[src/rtl/shift_seq_if.sv]
// Shared types and the control-unit-facing request/response interface of
// the multi-cycle shift sequencer.
package shift_seq_pkg;

  typedef enum logic [3:0] {
    ALU_PASSA = 4'd0,
    ALU_ADD   = 4'd1,
    ALU_SUB   = 4'd2,
    ALU_AND   = 4'd3,
    ALU_OR    = 4'd4,
    ALU_XOR   = 4'd5,
    ALU_SHL   = 4'd6,
    ALU_SHR   = 4'd7,
    ALU_ASHR  = 4'd8
  } alu_op_e;

  typedef enum logic [1:0] {
    SH_SHL  = 2'd0,
    SH_SHR  = 2'd1,
    SH_ASHR = 2'd2,
    SH_RSVD = 2'd3
  } shift_kind_e;

endpackage

interface shift_seq_if #(
  parameter int WIDTH = 32,
  parameter int AMT_W = 5
);
  logic             start;
  logic [1:0]       op;
  logic [WIDTH-1:0] operand;
  logic [AMT_W-1:0] amount;
  logic             busy;
  logic             done;
  logic [WIDTH-1:0] result;
  logic [3:0]       status;

  modport master (
    output start, op, operand, amount,
    input  busy, done, result, status
  );

  modport slave (
    input  start, op, operand, amount,
    output busy, done, result, status
  );
endinterface

[src/rtl/shift_seq.sv]
// Multi-cycle barrel-shift sequencer: steps the single-bit ALU shifter once per
// cycle, feeding each result back, and reports the final value with NZCV.
module shift_seq
  import shift_seq_pkg::*;
#(
  parameter int WIDTH = 32,
  parameter int AMT_W = 5
) (
  input  logic             clk,
  input  logic             rst_n,
  shift_seq_if.slave       req,
  output alu_op_e          alu_op,
  output logic [WIDTH-1:0] alu_a,
  output logic             alu_oe,
  input  logic [WIDTH-1:0] alu_out
);

  typedef enum logic [1:0] {
    S_IDLE  = 2'd0,
    S_SHIFT = 2'd1,
    S_DONE  = 2'd2
  } state_e;

  state_e           state, state_next;
  logic [WIDTH-1:0] acc, acc_next;
  logic [AMT_W-1:0] cnt, cnt_next;
  shift_kind_e      kind, kind_next;
  logic             cbit, cbit_next;
  logic [WIDTH-1:0] result_q;
  logic [3:0]       status_q;

  always_comb begin
    // NOTE: every output of this block gets a default first, so no path can
    // leave a signal unassigned and infer a latch.
    state_next = state;
    acc_next   = acc;
    cnt_next   = cnt;
    kind_next  = kind;
    cbit_next  = cbit;
    alu_oe     = 1'b0;
    alu_op     = ALU_PASSA;

    case (state)
      S_IDLE: begin
        if (req.start) begin
          acc_next   = req.operand;
          cnt_next   = req.amount;
          kind_next  = shift_kind_e'(req.op);
          cbit_next  = 1'b0;
          state_next = (req.amount == '0 || req.op == SH_RSVD) ? S_DONE : S_SHIFT;
        end
      end

      S_SHIFT: begin
        alu_oe = 1'b1;
        case (kind)
          SH_SHL:  alu_op = ALU_SHL;
          SH_SHR:  alu_op = ALU_SHR;
          default: alu_op = ALU_ASHR;
        endcase
        acc_next = alu_out;
        cnt_next = cnt - 1'b1;
        // Carry is derived here: the ALU gives no carry for right shifts.
        cbit_next = (kind == SH_SHL) ? acc[WIDTH-1] : acc[0];
        if (cnt == AMT_W'(1)) state_next = S_DONE;
      end

      S_DONE:  state_next = S_IDLE;
      default: state_next = S_IDLE;
    endcase
  end

  always_ff @(posedge clk or negedge rst_n) begin
    if (!rst_n) begin
      state    <= S_IDLE;
      acc      <= '0;
      cnt      <= '0;
      kind     <= SH_SHL;
      cbit     <= 1'b0;
      result_q <= '0;
      status_q <= '0;
    end else begin
      // NOTE: non-blocking assignments so every register samples the
      // pre-edge values, independent of statement order.
      state <= state_next;
      acc   <= acc_next;
      cnt   <= cnt_next;
      kind  <= kind_next;
      cbit  <= cbit_next;
      // Capture on entry to DONE from the value acc is about to take.
      if (state_next == S_DONE) begin
        result_q <= acc_next;
        status_q <= {acc_next[WIDTH-1], (acc_next == '0), cbit_next, 1'b0};
      end
    end
  end

  assign req.busy   = (state != S_IDLE);
  assign req.done   = (state == S_DONE);
  assign req.result = result_q;
  assign req.status = status_q;
  assign alu_a      = acc;

endmodule

[src/flat_wrapper.sv]
// flat-port wrapper written by rule: the top's interface ports become plain ports
module shift_seq_flat import shift_seq_pkg::*;
#(
  parameter int WIDTH = 32,
  parameter int AMT_W = 5
)
  (clk, rst_n, alu_op, alu_a, alu_oe, alu_out, req_start, req_op, req_operand, req_amount, req_busy, req_done, req_result, req_status);
  shift_seq_if #(.WIDTH(WIDTH), .AMT_W(AMT_W)) req_i ();
  input  logic clk;
  input  logic rst_n;
  output alu_op_e alu_op;
  output logic [WIDTH-1:0] alu_a;
  output logic alu_oe;
  input  logic [WIDTH-1:0] alu_out;
  input wire logic [$bits(req_i.start)-1:0] req_start;
  input wire logic [$bits(req_i.op)-1:0] req_op;
  input wire logic [$bits(req_i.operand)-1:0] req_operand;
  input wire logic [$bits(req_i.amount)-1:0] req_amount;
  output wire logic [$bits(req_i.busy)-1:0] req_busy;
  output wire logic [$bits(req_i.done)-1:0] req_done;
  output wire logic [$bits(req_i.result)-1:0] req_result;
  output wire logic [$bits(req_i.status)-1:0] req_status;
  assign req_i.start = req_start;
  assign req_i.op = req_op;
  assign req_i.operand = req_operand;
  assign req_i.amount = req_amount;
  assign req_busy = req_i.busy;
  assign req_done = req_i.done;
  assign req_result = req_i.result;
  assign req_status = req_i.status;
  shift_seq #(.WIDTH(WIDTH), .AMT_W(AMT_W)) u_core (.clk(clk), .rst_n(rst_n), .req(req_i), .alu_op(alu_op), .alu_a(alu_a), .alu_oe(alu_oe), .alu_out(alu_out));
endmodule
[config.mk]
export PLATFORM = sky130hd
export DESIGN_NAME = shift_seq_flat
export DESIGN_NICKNAME = d
export VERILOG_FILES = /design/src/rtl/shift_seq_if.sv /design/src/rtl/shift_seq.sv /design/src/flat_wrapper.sv
export SDC_FILE = /design/constraint.sdc
export NUM_CORES = 1
export LEC_CHECK = 0
export ABC_AREA = 1
export CAP_MARGIN = 20
export CORE_MARGIN = 2
export CORE_UTILIZATION = 33
export CTS_CLUSTER_DIAMETER = 150
export CTS_CLUSTER_SIZE = 28
export DETAILED_ROUTE_END_ITERATION = 8
export SETUP_SLACK_MARGIN = 0.3
export SLEW_MARGIN = 20
export SYNTH_ARGS = -nofsm -noshare
export SYNTH_HDL_FRONTEND = slang
export SYNTH_SLANG_ARGS = --single-unit
[constraint.sdc]
create_clock -name clk -period 1.6 [get_ports clk]
set_input_delay 0.24 -clock clk [delete_from_list [all_inputs] [get_ports clk]]
set_output_delay 0.24 -clock clk [all_outputs]
set_load 0.005 [all_outputs]
==> metrics.md, run 1 <==
| Metric | Value |
|---|---|
| Commonest cells after routing, fill and taps aside | nand2_1, dfrtp_1, buf_4 |
| Sequential area share after synthesis | 0.4744 |
| R2R cell count | 13 |
| Worst clock skew | 0.007015 ns |
| Final Hold Vio Count | 0 |
| Sequential Area | 0.001904 mm^2 |
| Crit path time final | 1.681 ns |
| Worst VDD drop | 0.6789 mV |
| Final period utilization | 1.050 |
| Diodes inserted | 0 |
| Unique masters post-synth | 31 |
| Layout cells sized above 1 | 0.3660 |
| Post-synth ARST share | 1.000 |
| Worst setup path start | u_core.state[0] |
| Total Nets Final | 877 |
| Synth Area per Inst | 7.146 um^2 |
| Syn Nets | 637 |
| WP data required | 1.87 ns |
| Failing checks | negative setup slack |
| Num rows | 40 |
| Final wirelength | 14590 um |
| Most common cell after layout, fill and taps aside | nand2_1 |
| Final Hold Slack | 0.3673 ns |
| Max FO, Critical Path | 11 |
| Final WS setup | -0.08055 ns |
| RSZ-0062 raised after global routing | true |
| Switch Pwr | 4.411 mW |
| Sequential share of power | 0.277 |
| FF-to-FF setup slack | -0.08 ns |
| Ports | 149 |
| Critical Path Source Type | flip-flop |
| Die W | 114.2 um |
| Netlist Area Pre-Place | 0.004009 mm^2 |
| Via count | 4482 |
| Internal power | 7.591 mW |
| Gpl congestion | 0.8192 |
| Combinational fraction of design power | 0.529 |
| Synthesized netlist cell count | 561 |
| Post-DRT Antenna Nets | 0 |
| Multi-input logic area | 0.002265 mm^2 |
| Post-synth EDFFs | 0 |
| Setup-failing EPs final | 10 |
| Largest net degree at the start of global routing | 29 |
| Worst min path class | input pin to asynchronous set/reset pin |
| GRT Overall Usage | 0.2174 |
| Vias per cell | 4.703 |
| Syn-to-layout area delta | 85.74% |
| Core ar. | 0.01191 mm^2 |
| CTS tree | done |
| CTS Buffer Depth | 2 |
| Initial Util | 0.3366 |
| Chip height | 114.2 um |
| Latest clock arrival within the worst-skew pair | 0.34 ns |
| CP endpoint | u_core.req.status[2] |
| Clk sink count | 76 |
| Num CTS Buffers | 9 |
| IO Port Bufs | 147 |
| Residual DRC count | 0 |
| Clock Pin Slew Worst Setup and Hold Paths | 0.06 ns |
| Final Max Tran Viols | 0 |
| Post-DR wirelength/cell | 15.31 um |
| Synth Flop Type | dfrtp_1 |
| R2R Path End | u_core.req.status[2] |
| Sum Neg Setup Slack | -0.4041 ns |
| Fmax | 0.5950 GHz |
| Vias in the first global route | 4627 |
| Status | complete, but fails checks |
| First-pass GRT wire length | 22310 um |
| Launching point of the worst reg2reg path | u_core.state[0] |
| Synth warn | 0 |
| Initial antenna violation count | 0 |
| Max-Cap Viols | 0 |
| Crit path capture type | flip-flop |
| Pwr dens | 1612 mW/mm^2 |
| Root Driver | clkbuf_16 |
| Clock share of power | 0.194 |
| Layout fillers | 1039 |
| Total global routing overflow | 0 |
| Iteration-0 DRC Markers | 237 |
| H-Tree Depth | 3 |
| Die area | 0.01305 mm^2 |
| Router iterations before antenna repair | 6 |
| Crit Path Category | flip-flop to flip-flop |
| Sw Share | 0.3675 |
| Worst path arrival time | 1.95 ns |
| Seq cells post-synth | 76 |
| DP HPWL | 9406 um |
| Leak | 3.819 nW |
cell type report:
| class | instances | area share |
|---|---|---|
| Multi-Input combinational cell | 390 | 0.3042 |
| Inverter | 67 | 0.03764 |
| Tap cell | 147 | 0.02470 |
| Clock inverter | 6 | 0.01496 |
| Sequential cell | 76 | 0.2558 |
| Timing Repair Buffer | 257 | 0.3320 |
| Clock buffer | 10 | 0.03075 |
power groups by stage:
| stage | clock, mW | combinational (mW) | sequential, mW |
|---|---|---|---|
| floorplan | 0 | 1.90 | 3.32 |
| global placement | 0 | 4.56 | 3.42 |
| detailed placement | 0 | 4.65 | 3.42 |
| finish | 2.33 | 6.35 | 3.33 |
| CTS | 2.35 | 5.57 | 3.32 |
| global route | 2.43 | 6.90 | 3.43 |
state kept, by name, indices dropped and copies added, names as in the netlist:
signal and flops:
u_core.alu_a 32, u_core.cbit 1, u_core.cnt 5, u_core.kind 2, u_core.req.result 32, u_core.req.status 2, u_core.state 2
logic make-up after synthesis:
logic type               Yosys count  synth area share
AND/OR/NAND/NOR                  324            0.3177
adder cells (fa/ha/maj)            2          0.006241
XOR/XNOR                           3          0.006556
flip-flops                        76            0.4744
other                              1         0.0009354
buffers and inverters             95            0.1152
AO/OA/AOI/OAI                     60           0.07897
Yosys cell counts (2+ instances only):
library cell | n | area (um^2)
nor2_1 | 82 | 307.8
nor3_1 | 2 | 10.01
nor2_2 | 2 | 12.51
buf_2 | 6 | 30.03
nor2_4 | 2 | 22.52
buf_6 | 6 | 67.56
inv_1 | 62 | 232.7
nand2_1 | 222 | 833.3
dfrtp_1 | 76 | 1902
o21ai_0 | 22 | 110.1
nand3_1 | 11 | 55.05
o21ai_1 | 20 | 100.1
inv_2 | 3 | 11.26
buf_4 | 6 | 45.04
a21oi_1 | 13 | 65.06
ha_1 | 2 | 25.02
o221ai_1 | 2 | 17.52
xor2_1 | 2 | 17.52
clkbuf_1 | 8 | 30.03
worst min-delay path by stage:
stage          startpoint                    end
4_1_cts             rst_n       u_core.alu_a[27]
6_report            rst_n       u_core.alu_a[27]
5_1_grt             rst_n  u_core.req.result[27]
3_3_place_gp        rst_n       u_core.alu_a[27]
2_1_floorplan       rst_n        u_core.alu_a[0]
3_5_place_dp        rst_n       u_core.alu_a[27]
repair_timing:
action,CTS,global route
endpoints found under the hold margin,22,0
setup endpoints to repair,147,84
hold buffers,1,0
cloned,3,0
pin swaps,45,53
buffers inserted,42,11
gates resized for setup,250,100
critical path, cell delays in order, from the launching register on:
cell and delay, ns:
dfrtp_2 0.43, inv_2 0.09, nor2_4 0.06, buf_6 0.13
buf_8 0.14, nand2_2 0.07, nand2_2 0.07, nor2_4 0.13
nand2_2 0.09, nor2_2 0.08, nand2_1 0.06, nor2_1 0.12
nand3_1 0.08, nand2_1 0.06
through the flow:
stage / power (mW) / instances / cell area, um^2 / setup slack (ns) / util
after floorplan: 5.222 / 561 / 4023 / 0.1055 / -
after global placement: 7.980 / 880 / 5928 / -0.1541 / 0.4977
after detailed placement: 8.076 / 880 / 5928 / -0.2161 / 0.4977
after CTS: 11.24 / 942 / 7002 / -0.07008 / 0.5878
after global routing: 12.75 / 953 / 7446 / -0.1863 / 0.6251
final: 12.00 / 953 / 7446 / -0.08055 / 0.6251
per-layer routing:
| metal | share of wire | wire (um) | vias to the layer above | global-route usage |
|---|---|---|---|---|
| li1 | - | - | 2176 | - |
| met1 | 0.41 | 6051 | 2158 | 0.2695 |
| met2 | 0.51 | 7413 | 133 | 0.3770 |
| met3 | 0.068 | 990 | 15 | 0.05188 |
| met4 | 0.0093 | 136 | 0 | 0.06423 |
| met5 | 0 | 0 | - | 0 |
(Power assumes the default switching activity.)
==> run 2: changes to the inputs <==
--- a/config.mk
+++ b/config.mk
@@ -12,6 +12,7 @@
 export CTS_CLUSTER_DIAMETER = 150
 export CTS_CLUSTER_SIZE = 28
 export DETAILED_ROUTE_END_ITERATION = 8
+export MAX_ROUTING_LAYER = met4
 export SETUP_SLACK_MARGIN = 0.3
 export SLEW_MARGIN = 20
 export SYNTH_ARGS = -nofsm -noshare
==> run 2 against run 1 <==
Net effect:
- the run still ends with negative setup slack left
- sequential share of layout area unchanged
- first-iteration DRC count increased by 8.0%
- total power hardly changed
- combinational power about the same
- cell area unchanged
- setup slack gained 0.00095 ns
- largest cell class unchanged
==> metrics.md, run 2 (synthesis gave the netlist of run 1 again) <==
| Metric | Value |
|---|---|
| IO Port Bufs | 147 (unchanged) |
| Most common cell after layout, fill and taps aside | nand2_1 (unchanged) |
| Diodes inserted | 0 (unchanged) |
| Failing checks | negative setup slack (unchanged) |
| Launching point of the worst reg2reg path | u_core.state[0] (unchanged) |
| Syn-to-layout area delta | 85.74% (unchanged) |
| Max FO, Critical Path | 11 (unchanged) |
| Multi-input logic area | 0.002265 mm^2 (unchanged) |
| Total global routing overflow | 0 (unchanged) |
| Layout cells sized above 1 | 0.3660 (unchanged) |
| Initial antenna violation count | 0 (unchanged) |
| Gpl congestion | 0.8314 (was 0.8192) |
| Area after DPL | 0.005928 mm^2 (unchanged) |
| H-Tree Depth | 3 (unchanged) |
| Router iterations before antenna repair | 4 (was 6) |
| DP HPWL | 9406 um (unchanged) |
| Chip height | 114.2 um (unchanged) |
| Overall power | 12.00 mW (about the same) |
| Worst min path class | input pin to asynchronous set/reset pin (unchanged) |
| Leak | 3.819 nW (unchanged) |
| Clock Pin Slew Worst Setup and Hold Paths | 0.06 ns (about the same) |
| RSZ-0062 raised after global routing | true (unchanged) |
| Worst VDD drop | 0.6768 mV (was 0.6789 mV) |
| Ports | 149 (unchanged) |
| Final Max Tran Viols | 0 (unchanged) |
| Worst setup path start | u_core.state[0] (unchanged) |
| Worst path arrival time | 1.95 ns (about the same) |
| Total Nets Final | 877 (unchanged) |
| Sum Neg Setup Slack | -0.3738 ns (was -0.4041 ns) |
| Final WS setup | -0.07960 ns (was -0.08055 ns) |
| First-pass GRT wire length | 22310 um (unchanged) |
| Residual DRC count | 0 (unchanged) |
| Post-DRT Antenna Nets | 0 (unchanged) |
| Fmax | 0.5954 GHz (was 0.5950 GHz) |
| Crit Path Category | flip-flop to flip-flop (unchanged) |
| Die area | 0.01305 mm^2 (unchanged) |
| Max-Cap Viols | 0 (unchanged) |
| Final Hold Slack | 0.3661 ns (was 0.3673 ns) |
| Post-Place Worst Slack | -0.2161 ns (unchanged) |
| WP data required | 1.87 ns (about the same) |
| Fin area | 0.007446 mm^2 (unchanged) |
| Via count | 4485 (was 4482) |
| Vias in the first global route | 4638 (was 4627) |
| Initial Util | 0.3366 (unchanged) |
| CTS tree | done (unchanged) |
| Pwr dens | 1611 mW/mm^2 (was 1612 mW/mm^2) |
| Final Hold Vio Count | 0 (unchanged) |
| Root Driver | clkbuf_16 (unchanged) |
| Clk sink count | 76 (unchanged) |
| Core ar. | 0.01191 mm^2 (unchanged) |
| Worst clock skew | 0.005638 ns (was 0.007015 ns) |
| Largest net degree at the start of global routing | 29 (unchanged) |
| Num CTS Buffers | 9 (unchanged) |
| Commonest cells after routing, fill and taps aside | nand2_1, dfrtp_1, buf_4 (unchanged) |
| Die W | 114.2 um (unchanged) |
| Status | complete, but fails checks (unchanged) |
| Setup-failing EPs final | 10 (unchanged) |
| Critical Path Source Type | flip-flop (unchanged) |
| CTS Buffer Depth | 2 (unchanged) |
| GRT Overall Usage | 0.2237 (was 0.2174) |
| Iteration-0 DRC Markers | 256 (was 237) |
| Num rows | 40 (unchanged) |
| Crit path capture type | flip-flop (unchanged) |
| Post-DR wirelength/cell | 15.23 um (was 15.31 um) |
| Final wirelength | 14510 um (was 14590 um) |
| Sequential Area | 0.001904 mm^2 (unchanged) |
| Final period utilization | 1.050 (about the same) |
| Latest clock arrival within the worst-skew pair | 0.33 ns (was 0.34 ns) |
| Layout fillers | 1039 (unchanged) |
| Crit path time final | 1.680 ns (was 1.681 ns) |
| Vias per cell | 4.706 (was 4.703) |
-- run 2: cell counts in the layout (fill, tap and decap cells not counted) --
Identical to the previous run, type by type.
-- run 2: report_power, final --
group | internal, mW | leakage (nW) | switching, mW
clock | 1.53 | 0.163 | 0.798
combinational | 3.32 | 2.72 | 3.03
sequential | 2.75 | 0.932 | 0.579
-- run 2: metrics by stage --
stage / cells / utilization
after detailed placement: 880 / 0.4977
after CTS: 942 / 0.5878
after global routing: 953 / 0.6251
final: 953 / 0.6251
after floorplan: 561 / -
after global placement: 880 / 0.4977
-- run 2: final timing paths --
| kind | end | slack, ns | cells past startpoint |
|---|---|---|---|
| max in group asynchronous | u_core.state[1] | 0.75 | 3 |
| min in group clk | u_core.req.status[1] | 0.48 | 2 |
| min | u_core.alu_a[27] | 0.37 | 2 |
| max | u_core.req.status[2] | -0.08 | 13 |
| max reg2reg | u_core.req.status[2] | -0.08 | 13 |
| min reg2reg | u_core.req.status[1] | 0.48 | 2 |
-- run 2: worst max-delay path, stage by stage, from the launching register on --
cell	delay, ns
dfrtp_2	0.43
inv_2	0.09
nor2_4	0.06
buf_6	0.13
buf_8	0.14
nand2_2	0.07
nand2_2	0.07
nor2_4	0.14
nand2_2	0.09
nor2_2	0.08
nand2_1	0.06
nor2_1	0.12
nand3_1	0.08
nand2_1	0.06
-- run 2: final cells by class --
cell class,count,area share
sequential,76,0.2558
timing repair buffer,257,0.3320
clock buffer,10,0.03075
tap,147,0.02470
clock inverter,6,0.01496
multi-input combinational,390,0.3042
inverter,67,0.03764
-- run 2: per-layer routing --
metal / up-vias / GRT usage / part of all wire / wire, um
met3: 21 / 0.04553 / 0.065 / 949
met4: 0 / 0.06179 / 0.012 / 181
met5: - / - / 0 / 0
met1: 2139 / 0.2745 / 0.42 / 6054
met2: 147 / 0.3766 / 0.50 / 7328
li1: 2178 / - / - / -
-- run 2: timing repair --
item | CTS | global route
endpoints found under the hold margin | 22 | 0
buffers inserted | 42 | 11
endpoints found under the setup margin | 147 | 84
resized for setup | 250 | 100
pin swaps | 45 | 53
cloned | 3 | 0
hold buffers | 1 | 0
==> run 3: changes to the inputs <==
--- a/config.mk
+++ b/config.mk
@@ -14,7 +14,6 @@
 export DETAILED_ROUTE_END_ITERATION = 8
 export MAX_ROUTING_LAYER = met4
 export SETUP_SLACK_MARGIN = 0.3
-export SLEW_MARGIN = 20
 export SYNTH_ARGS = -nofsm -noshare
 export SYNTH_HDL_FRONTEND = slang
 export SYNTH_SLANG_ARGS = --single-unit
==> results of run 3 <==
No change in the layout: final DEF, timing and power equal those of run 2.
